[src/rtl/vectoring_cordic.sv]
// Iterative vectoring-mode CORDIC: converts a Cartesian vector (x, y) into
// magnitude and atan2 angle. Fixed point 2^14 = 1.0, angles in radians x 2^14.
// Optional build macro VECTORING_CORDIC_ROUND_EN selects round-half-up on the
// final gain-compensation multiply; otherwise the result truncates.
module vectoring_cordic #(
  parameter int unsigned ITERS    = 16,
  parameter int unsigned K_SCALED = 9949
) (
  input  logic        clk,
  input  logic        reset,
  input  logic        start,
  input  logic [15:0] x,
  input  logic [15:0] y,
  output logic        busy,
  output logic        data_out_vec,
  output logic [15:0] magnitude,
  output logic [16:0] theta
);

  typedef enum logic [1:0] {StIdle, StIter, StScale} state_e;

  localparam logic signed [16:0] HalfPi = 17'sd25736;
  localparam logic [4:0]         LastIter = 5'(ITERS - 1);

  state_e             state_q, state_d;
  logic [4:0]         iter_q, iter_d;
  logic signed [17:0] xr_q, xr_d;
  logic signed [17:0] yr_q, yr_d;
  logic signed [16:0] z_q, z_d;
  logic               zero_q, zero_d;
  logic               busy_q, busy_d;
  logic               dvec_q, dvec_d;
  logic [15:0]        mag_q, mag_d;
  logic [16:0]        theta_q, theta_d;

  // Sign-extended inputs so that negating -32768 stays exact.
  logic signed [17:0] x_ext, y_ext;
  logic signed [17:0] x_shift, y_shift;
  logic signed [16:0] angle;
  logic [35:0]        prod;

  // Arctangent table: atan(2^-i) in radians x 2^14.
  function automatic logic signed [16:0] atan_lut(input logic [4:0] idx);
    logic signed [16:0] val;
    unique case (idx)
      5'd0:    val = 17'sd12868;
      5'd1:    val = 17'sd7596;
      5'd2:    val = 17'sd4014;
      5'd3:    val = 17'sd2037;
      5'd4:    val = 17'sd1023;
      5'd5:    val = 17'sd512;
      5'd6:    val = 17'sd256;
      5'd7:    val = 17'sd128;
      5'd8:    val = 17'sd64;
      5'd9:    val = 17'sd32;
      5'd10:   val = 17'sd16;
      5'd11:   val = 17'sd8;
      5'd12:   val = 17'sd4;
      5'd13:   val = 17'sd2;
      5'd14:   val = 17'sd1;
      default: val = 17'sd0;
    endcase
    return val;
  endfunction

  assign x_ext   = {{2{x[15]}}, x};
  assign y_ext   = {{2{y[15]}}, y};
  assign x_shift = xr_q >>> iter_q;
  assign y_shift = yr_q >>> iter_q;
  assign angle   = atan_lut(iter_q);

  // Gain compensation; xr is non-negative once converged so an unsigned
  // product of the low bits is exact.
`ifdef VECTORING_CORDIC_ROUND_EN
  assign prod = {18'd0, xr_q} * 36'(K_SCALED) + 36'd8192;
`else
  assign prod = {18'd0, xr_q} * 36'(K_SCALED);
`endif

  // State register and datapath flops; async active-low reset clears all.
  always_ff @(posedge clk or negedge reset) begin
    if (!reset) begin
      state_q <= StIdle;
      iter_q  <= 5'd0;
      xr_q    <= 18'sd0;
      yr_q    <= 18'sd0;
      z_q     <= 17'sd0;
      zero_q  <= 1'b0;
      busy_q  <= 1'b0;
      dvec_q  <= 1'b0;
      mag_q   <= 16'd0;
      theta_q <= 17'd0;
    end else begin
      state_q <= state_d;
      iter_q  <= iter_d;
      xr_q    <= xr_d;
      yr_q    <= yr_d;
      z_q     <= z_d;
      zero_q  <= zero_d;
      busy_q  <= busy_d;
      dvec_q  <= dvec_d;
      mag_q   <= mag_d;
      theta_q <= theta_d;
    end
  end

  // Next-state logic: latch with quadrant pre-rotation, iterate, then scale.
  always_comb begin
    state_d = state_q;
    iter_d  = iter_q;
    xr_d    = xr_q;
    yr_d    = yr_q;
    z_d     = z_q;
    zero_d  = zero_q;
    busy_d  = busy_q;
    dvec_d  = 1'b0;
    mag_d   = mag_q;
    theta_d = theta_q;

    unique case (state_q)
      StIdle: begin
        if (start) begin
          // Fold the left half-plane into the right so iterations converge.
          if (!x[15]) begin
            xr_d = x_ext;
            yr_d = y_ext;
            z_d  = 17'sd0;
          end else if (!y[15]) begin
            xr_d = y_ext;
            yr_d = -x_ext;
            z_d  = HalfPi;
          end else begin
            xr_d = -y_ext;
            yr_d = x_ext;
            z_d  = -HalfPi;
          end
          zero_d  = (x == 16'd0) && (y == 16'd0);
          iter_d  = 5'd0;
          busy_d  = 1'b1;
          state_d = StIter;
        end
      end

      StIter: begin
        if (!yr_q[17]) begin
          xr_d = xr_q + y_shift;
          yr_d = yr_q - x_shift;
          z_d  = z_q + angle;
        end else begin
          xr_d = xr_q - y_shift;
          yr_d = yr_q + x_shift;
          z_d  = z_q - angle;
        end
        if (iter_q == LastIter) begin
          state_d = StScale;
        end else begin
          iter_d = iter_q + 5'd1;
        end
      end

      StScale: begin
        if (zero_q) begin
          mag_d   = 16'd0;
          theta_d = 17'd0;
        end else begin
          mag_d   = prod[29:14];
          theta_d = z_q;
        end
        dvec_d  = 1'b1;
        busy_d  = 1'b0;
        state_d = StIdle;
      end

      default: begin
        state_d = StIdle;
        busy_d  = 1'b0;
      end
    endcase
  end

  assign busy         = busy_q;
  assign data_out_vec = dvec_q;
  assign magnitude    = mag_q;
  assign theta        = theta_q;

endmodule

[config.mk]
export PLATFORM = sky130hd
export DESIGN_NAME = vectoring_cordic
export DESIGN_NICKNAME = d
export VERILOG_FILES = /design/src/rtl/vectoring_cordic.sv
export SDC_FILE = /design/constraint.sdc
export NUM_CORES = 1
export LEC_CHECK = 0
export CAP_MARGIN = 25
export CORE_MARGIN = 1.5
export CORE_UTILIZATION = 57
export CTS_CLUSTER_DIAMETER = 30
export DETAILED_ROUTE_END_ITERATION = 8
export PLACE_DENSITY = 0.86
export SLEW_MARGIN = 10
export SYNTH_ARGS = -nofsm -noshare
export SYNTH_HDL_FRONTEND = slang
export SYNTH_SLANG_ARGS = --single-unit
export TNS_END_PERCENT = 10
[constraint.sdc]
create_clock -name clk -period 5.6 [get_ports clk]
set_input_delay 1.12 -clock clk [delete_from_list [all_inputs] [get_ports clk]]
set_output_delay 1.12 -clock clk [all_outputs]
set_load 0.01 [all_outputs]
==> metrics.cfg, run 1 <==
[timing]
finalSetupViolCount=7
rsz0062_at_grt=yes
max_freq_mhz=174
fin_skew_ns=0.0205
worst_slew_pin_slew_ns=0.925
whs_ns=0.485
finalHoldViolCount=0
min_period_over_period_pct=102
slew_violations=0
slew_headroom_pct=37.8
final.min_clock_period_ns=5.74
fin_tns_setup_ns=-0.393
worst_slack_ns=-0.140

[synth]
netlist_top_cells_area=dfrtp_1 (16%), ha_1 (15%), fa_1 (14%)
ys_ff_latch=96
yosysSeqAreaShare_pct=15.8
yosysWarnings=0
yosysTopAreaCell=dfrtp_1
synth_edf_count=0
syn-num-nets=2066
netlist_area_um2=15200
synth_ff_type=dfrtp_1
netlist_instances=1746
synth.most_common_cell=inv_1
yosysUniqueCellTypes=77
ys_async_sr_fraction_pct=100
synth_commonest_cells=inv_1 (240), ha_1 (180), a21oi_1 (112), nor2_1 (112), nand2_1 (106)
synth_top_area_share_pct=15.8
postSynthAreaPerCell_um2=8.71

[worst_setup_path]
crit_type=reg -> reg
critPathMostFrequentCell=fa_1
path_buf_inv=6
r2r_cells=22
cp_max_fo=4
reg2reg_slack_ns=-0.14
path_delay_family=adder cells
cp-end-kind=flip-flop
reg2reg_from=xr_q[5]
rr_endpoint=magnitude[15]
max_stage_delay_ns=0.55
arrival_ns=5.99
worst_path_max_delay_cell=fa_1
path_cells=buf_4, ha_4, inv_1, fa_1, inv_1, ha_1, fa_1, fa_1, inv_1, fa_1, inv_2, ha_4, and3_4, a221oi_2, o21a_2, o21ai_4, a31oi_4, o211ai_1, buf_4, a311oi_2, xnor2_1, a22o_1
critPathRequiredTime_ns=5.85
cp-start-kind=flip-flop

[clocking]
clk_path_buf_depth=2
clk_latency_ns=0.38
clkSinkCount=96
cts_tree=built
ctsRootBufferMaster=clkbuf_16
numCtsBuffers=9
htree_num_levels=3
hold_buffers=0
clk_pin_slew_ns=0.09

[detailed_routing]
vias=14000
wl_per_cell_um=21.2
ant_nets=0
drt_iter0_markers=1519
firstDrtPassIters=8
drcViolationCount=6
viasPerCell=6.40
wirelength_um=46200

[worst_hold_path]
worstHoldStart=theta[6]
min_path_type=reg -> reg
min_to=theta[6]
whs_path_depth=2

[outcome]
violations=design-rule violations, negative setup slack
status=finished, violations left

[floorplan]
io_pins=70
start_util_pct=58.2
core_area_um2=26100
core.rowCount=59
dieArea_um2=27700
die_h_um=166
die_w_um=166

[final_layout]
drive_above_1_share_pct=13.7
postLayoutCellArea_um2=17400
fin_cells=2182
diodes=0
nets=2162
syn_to_final_growth_pct=14.7

[place]
dp_cells=2152
place.gp.congestion=0.996
port_buffers=69
hpwl_um=34600
place_area_um2=16600

[global_routing]
grt_pass1_wl_um=72400
grt_pass1_vias=13800
antenna_found_initial=0
grt_max_degree=75
track_usage_pct=32.8
overflow=0

[flow_run]
maxCapViolations=0

## worst min-delay path, cell delays in order (launching register included)
cell,delay (ns)
dfrtp_1,0.35
nand2_1,0.05
o21ai_0,0.06
## per-layer routing
metal  GRT usage [%]  up-vias  routed length, µm  part of all wire [%]
met3            5.46      146               3940                   8.5
met4            14.8        0               1990                   4.3
li1                -     6324                  -                     -
met5               0        -                  0                     0
met1            41.9     6776              18300                    40
met2            54.7      724              21900                    48
## placed cells by master, fill, tap and decap left out, types with 13 or more instances in the layout
cell type and n:
a211oi_1 61, a21o_1 22, a21oi_1 108, a22o_1 13
a31oi_1 18, buf_4 96, clkdlybuf4s50_1 67, dfrtp_1 88
fa_1 100, ha_1 161, ha_4 18, inv_1 216
inv_2 26, mux2i_1 43, mux4_2 37, nand2_1 105
nand2b_1 30, nand3_1 23, nor2_1 111, nor3_1 28
o211ai_1 18, o21ai_0 76, o22ai_1 23, xnor2_1 61
xor2_1 57
## stage by stage
stage	setup slack, ns	util [%]
6_report	-0.140	66.8
2_1_floorplan	0.00935	-
3_5_place_dp	-0.294	63.7
3_3_place_gp	-0.0143	63.7
4_1_cts	-0.000951	65.7
5_1_grt	-0.290	66.8
## worst max path at each step
stage	from	end	slack, ns	depth (start not counted)
6_report	xr_q[5]	magnitude[15]	-0.14	22
2_1_floorplan	xr_q[8]	magnitude[15]	0.009	22
4_1_cts	xr_q[7]	magnitude[15]	-0.001	22
5_1_grt	xr_q[4]	magnitude[15]	-0.29	23
3_3_place_gp	xr_q[7]	magnitude[13]	-0.01	22
3_5_place_dp	xr_q[8]	magnitude[15]	-0.29	21
## cell families (layout without fill, tap and decap cells)
family          Yosys count  after routing  share of synthesized area [%]
buf+inv                 328            429                           8.26
mux                      92             92                           9.20
simple gates            387            387                           12.5
flops                    96             96                           15.8
fa+ha+maj               285            285                           28.6
xor+xnor                119            119                           6.95
compound gates          439            439                           18.6
## cell type report
| class | instances | area (µm²) |
|---|---|---|
| multi-input combinational | 1322 | 11900 |
| fill | 1994 | 8690 |
| sequential | 96 | 2420 |
| timing repair buffer | 168 | 1470 |
| inverter | 245 | 927 |
| tap | 335 | 419 |
| clock buffer | 9 | 225 |
| clock inverter | 7 | 81.3 |
## registers in the layout, indices dropped and copies added (netlist names)
register,flops
yr_q,18
data_out_vec,1
iter_q,5
busy,1
magnitude,16
z_q,17
xr_q,18
zero_q,1
theta,17
state_q,2
## repair_timing
item,in CTS,in global routing
pin swaps,21,54
endpoints found under the setup margin,9,18
gates resized for setup,24,50
endpoints found under the hold margin,0,0
buffers inserted,7,6
Power of run 1 is not shown: default switching activity piles up to over one toggle a cycle in this logic, so the estimate is an artifact.
==> inputs of run 2 (changes only) <==
--- a/config.mk
+++ b/config.mk
@@ -7,10 +7,11 @@
 export LEC_CHECK = 0
 export CAP_MARGIN = 25
 export CORE_MARGIN = 1.5
-export CORE_UTILIZATION = 57
+export CORE_UTILIZATION = 36
 export CTS_CLUSTER_DIAMETER = 30
+export CTS_CLUSTER_SIZE = 40
 export DETAILED_ROUTE_END_ITERATION = 8
-export PLACE_DENSITY = 0.86
+export PLACE_DENSITY = 0.61
 export SLEW_MARGIN = 10
 export SYNTH_ARGS = -nofsm -noshare
 export SYNTH_HDL_FRONTEND = slang
==> metrics.cfg, run 2 (synthesis results as in run 1) <==
[outcome]
status=finished, final reports clean

[clocking]
clk_pin_slew_ns=0.07
cts_tree=built
numCtsBuffers=9
clk_latency_ns=0.41
ctsRootBufferMaster=clkbuf_16
clkSinkCount=96
clk_path_buf_depth=2
htree_num_levels=3

[floorplan]
io_pins=70
core.rowCount=75
dieArea_um2=43500
die_w_um=208
die_h_um=208
start_util_pct=36.4
core_area_um2=41800

[final_layout]
fin_cells=2384
mostFrequentLayoutCells=inv_1 (224), ha_1 (166), nor2_1 (110), a21oi_1 (110), nand2_1 (105)
diodes=0
utilization_pct=42.1
syn_to_final_growth_pct=15.6
reg_top3=xr_q x18, yr_q x18
nets=2160
layout_commonest_cell=inv_1
drive_above_1_share_pct=12.8

[global_routing]
grt_max_degree=75
grt_pass1_vias=13200
busiest_layer=met2
use_met2_pct=33.3
use_met1_pct=27.8
overflow=0
grtUsageMet3_pct=3.73
track_usage_pct=20.8
grt_pass1_wl_um=71300
antenna_found_initial=0

[timing]
whs_ns=0.478
max_freq_mhz=181
fin_skew_ns=0.0198
rsz0062_at_grt=yes
finalHoldViolCount=0
final.min_clock_period_ns=5.51
slew_violations=0
worst_slack_ns=0.0878
finalSetupViolCount=0
min_period_over_period_pct=98.4
worst_slew_pin_slew_ns=0.950
slew_headroom_pct=36.1

[worst_setup_path]
cp_max_fo=3
crit_type=reg -> reg
critPathRequiredTime_ns=5.89
cp-start-kind=flip-flop
arrival_ns=5.80
cp-end-kind=flip-flop

[detailed_routing]
vias=13200
ant_nets=0
wirelength_um=44600
firstDrtPassIters=6
viasPerCell=5.52
drcViolationCount=0
wl_per_cell_um=18.7
drt_iter0_markers=866

[place]
dp_cells=2358
hpwl_um=35100
port_buffers=69
dp_slack_ns=-0.0902
place.gp.congestion=0.932

[worst_hold_path]
min_path_type=reg -> reg

[flow_run]
maxCapViolations=0

[run 2: metal layers]
layer  vias up  share of wire, %
li1       6310                 -
met1      6374                45
met2       412                46
met3        71               5.9
met4         0               3.2
met5         -                 0
[run 2: cell type report]
cell class,instances,area (µm²)
clock inverter,7,91.3
fill,4103,24200
clock buffer,9,225
tap,539,674
multi-input combinational,1322,11800
timing repair buffer,166,1450
sequential,96,2420
inverter,245,927
[run 2: worst paths after layout]
path                            startpoint       endpoint  cells after the start  slack (ns)
max in group asynchronous            reset         zero_q                      2        3.96
worst min-delay path              theta[7]       theta[7]                      2        0.48
min in group asynchronous            reset        xr_q[5]                      1        0.80
worst min register to register    theta[7]       theta[7]                      2        0.48
worst max register to register     xr_q[7]  magnitude[13]                     22        0.09
worst max-delay path               xr_q[7]  magnitude[13]                     22        0.09
[run 2: what timing repair did]
item | in CTS | in global routing
endpoints found under the hold margin | 0 | 0
gates resized for setup | 2 | 57
pin swaps | 0 | 37
hold buffers | 0 | 0
cloned | 0 | 0
endpoints found under the setup margin | 8 | 15
setup buffers | 0 | 10
[run 2: stage by stage]
step                setup TNS [ns]  area (µm²)
floorplan                        0       15200
global placement                 0       16900
detailed placement          -0.332       16900
CTS                        -0.0564       17200
global route                -0.519       17600
finish                           0       17600
[run 2: critical path: stages (launching register included)]
cell and delay [ns]:
dfrtp_2 0.39, inv_4 0.05, fa_1 0.55, inv_2 0.05, ha_4 0.26, inv_2 0.03, fa_1 0.47, fa_1 0.53
inv_2 0.04, fa_1 0.49, inv_1 0.05, fa_1 0.49, inv_2 0.05, ha_4 0.25, and3_4 0.19, o2111ai_2 0.09
o21a_1 0.23, o21ai_2 0.19, a31oi_2 0.12, o211ai_1 0.30, a31oi_1 0.16, nand2b_4 0.17, a32o_1 0.25
Power of run 2 is left out for the same reason.
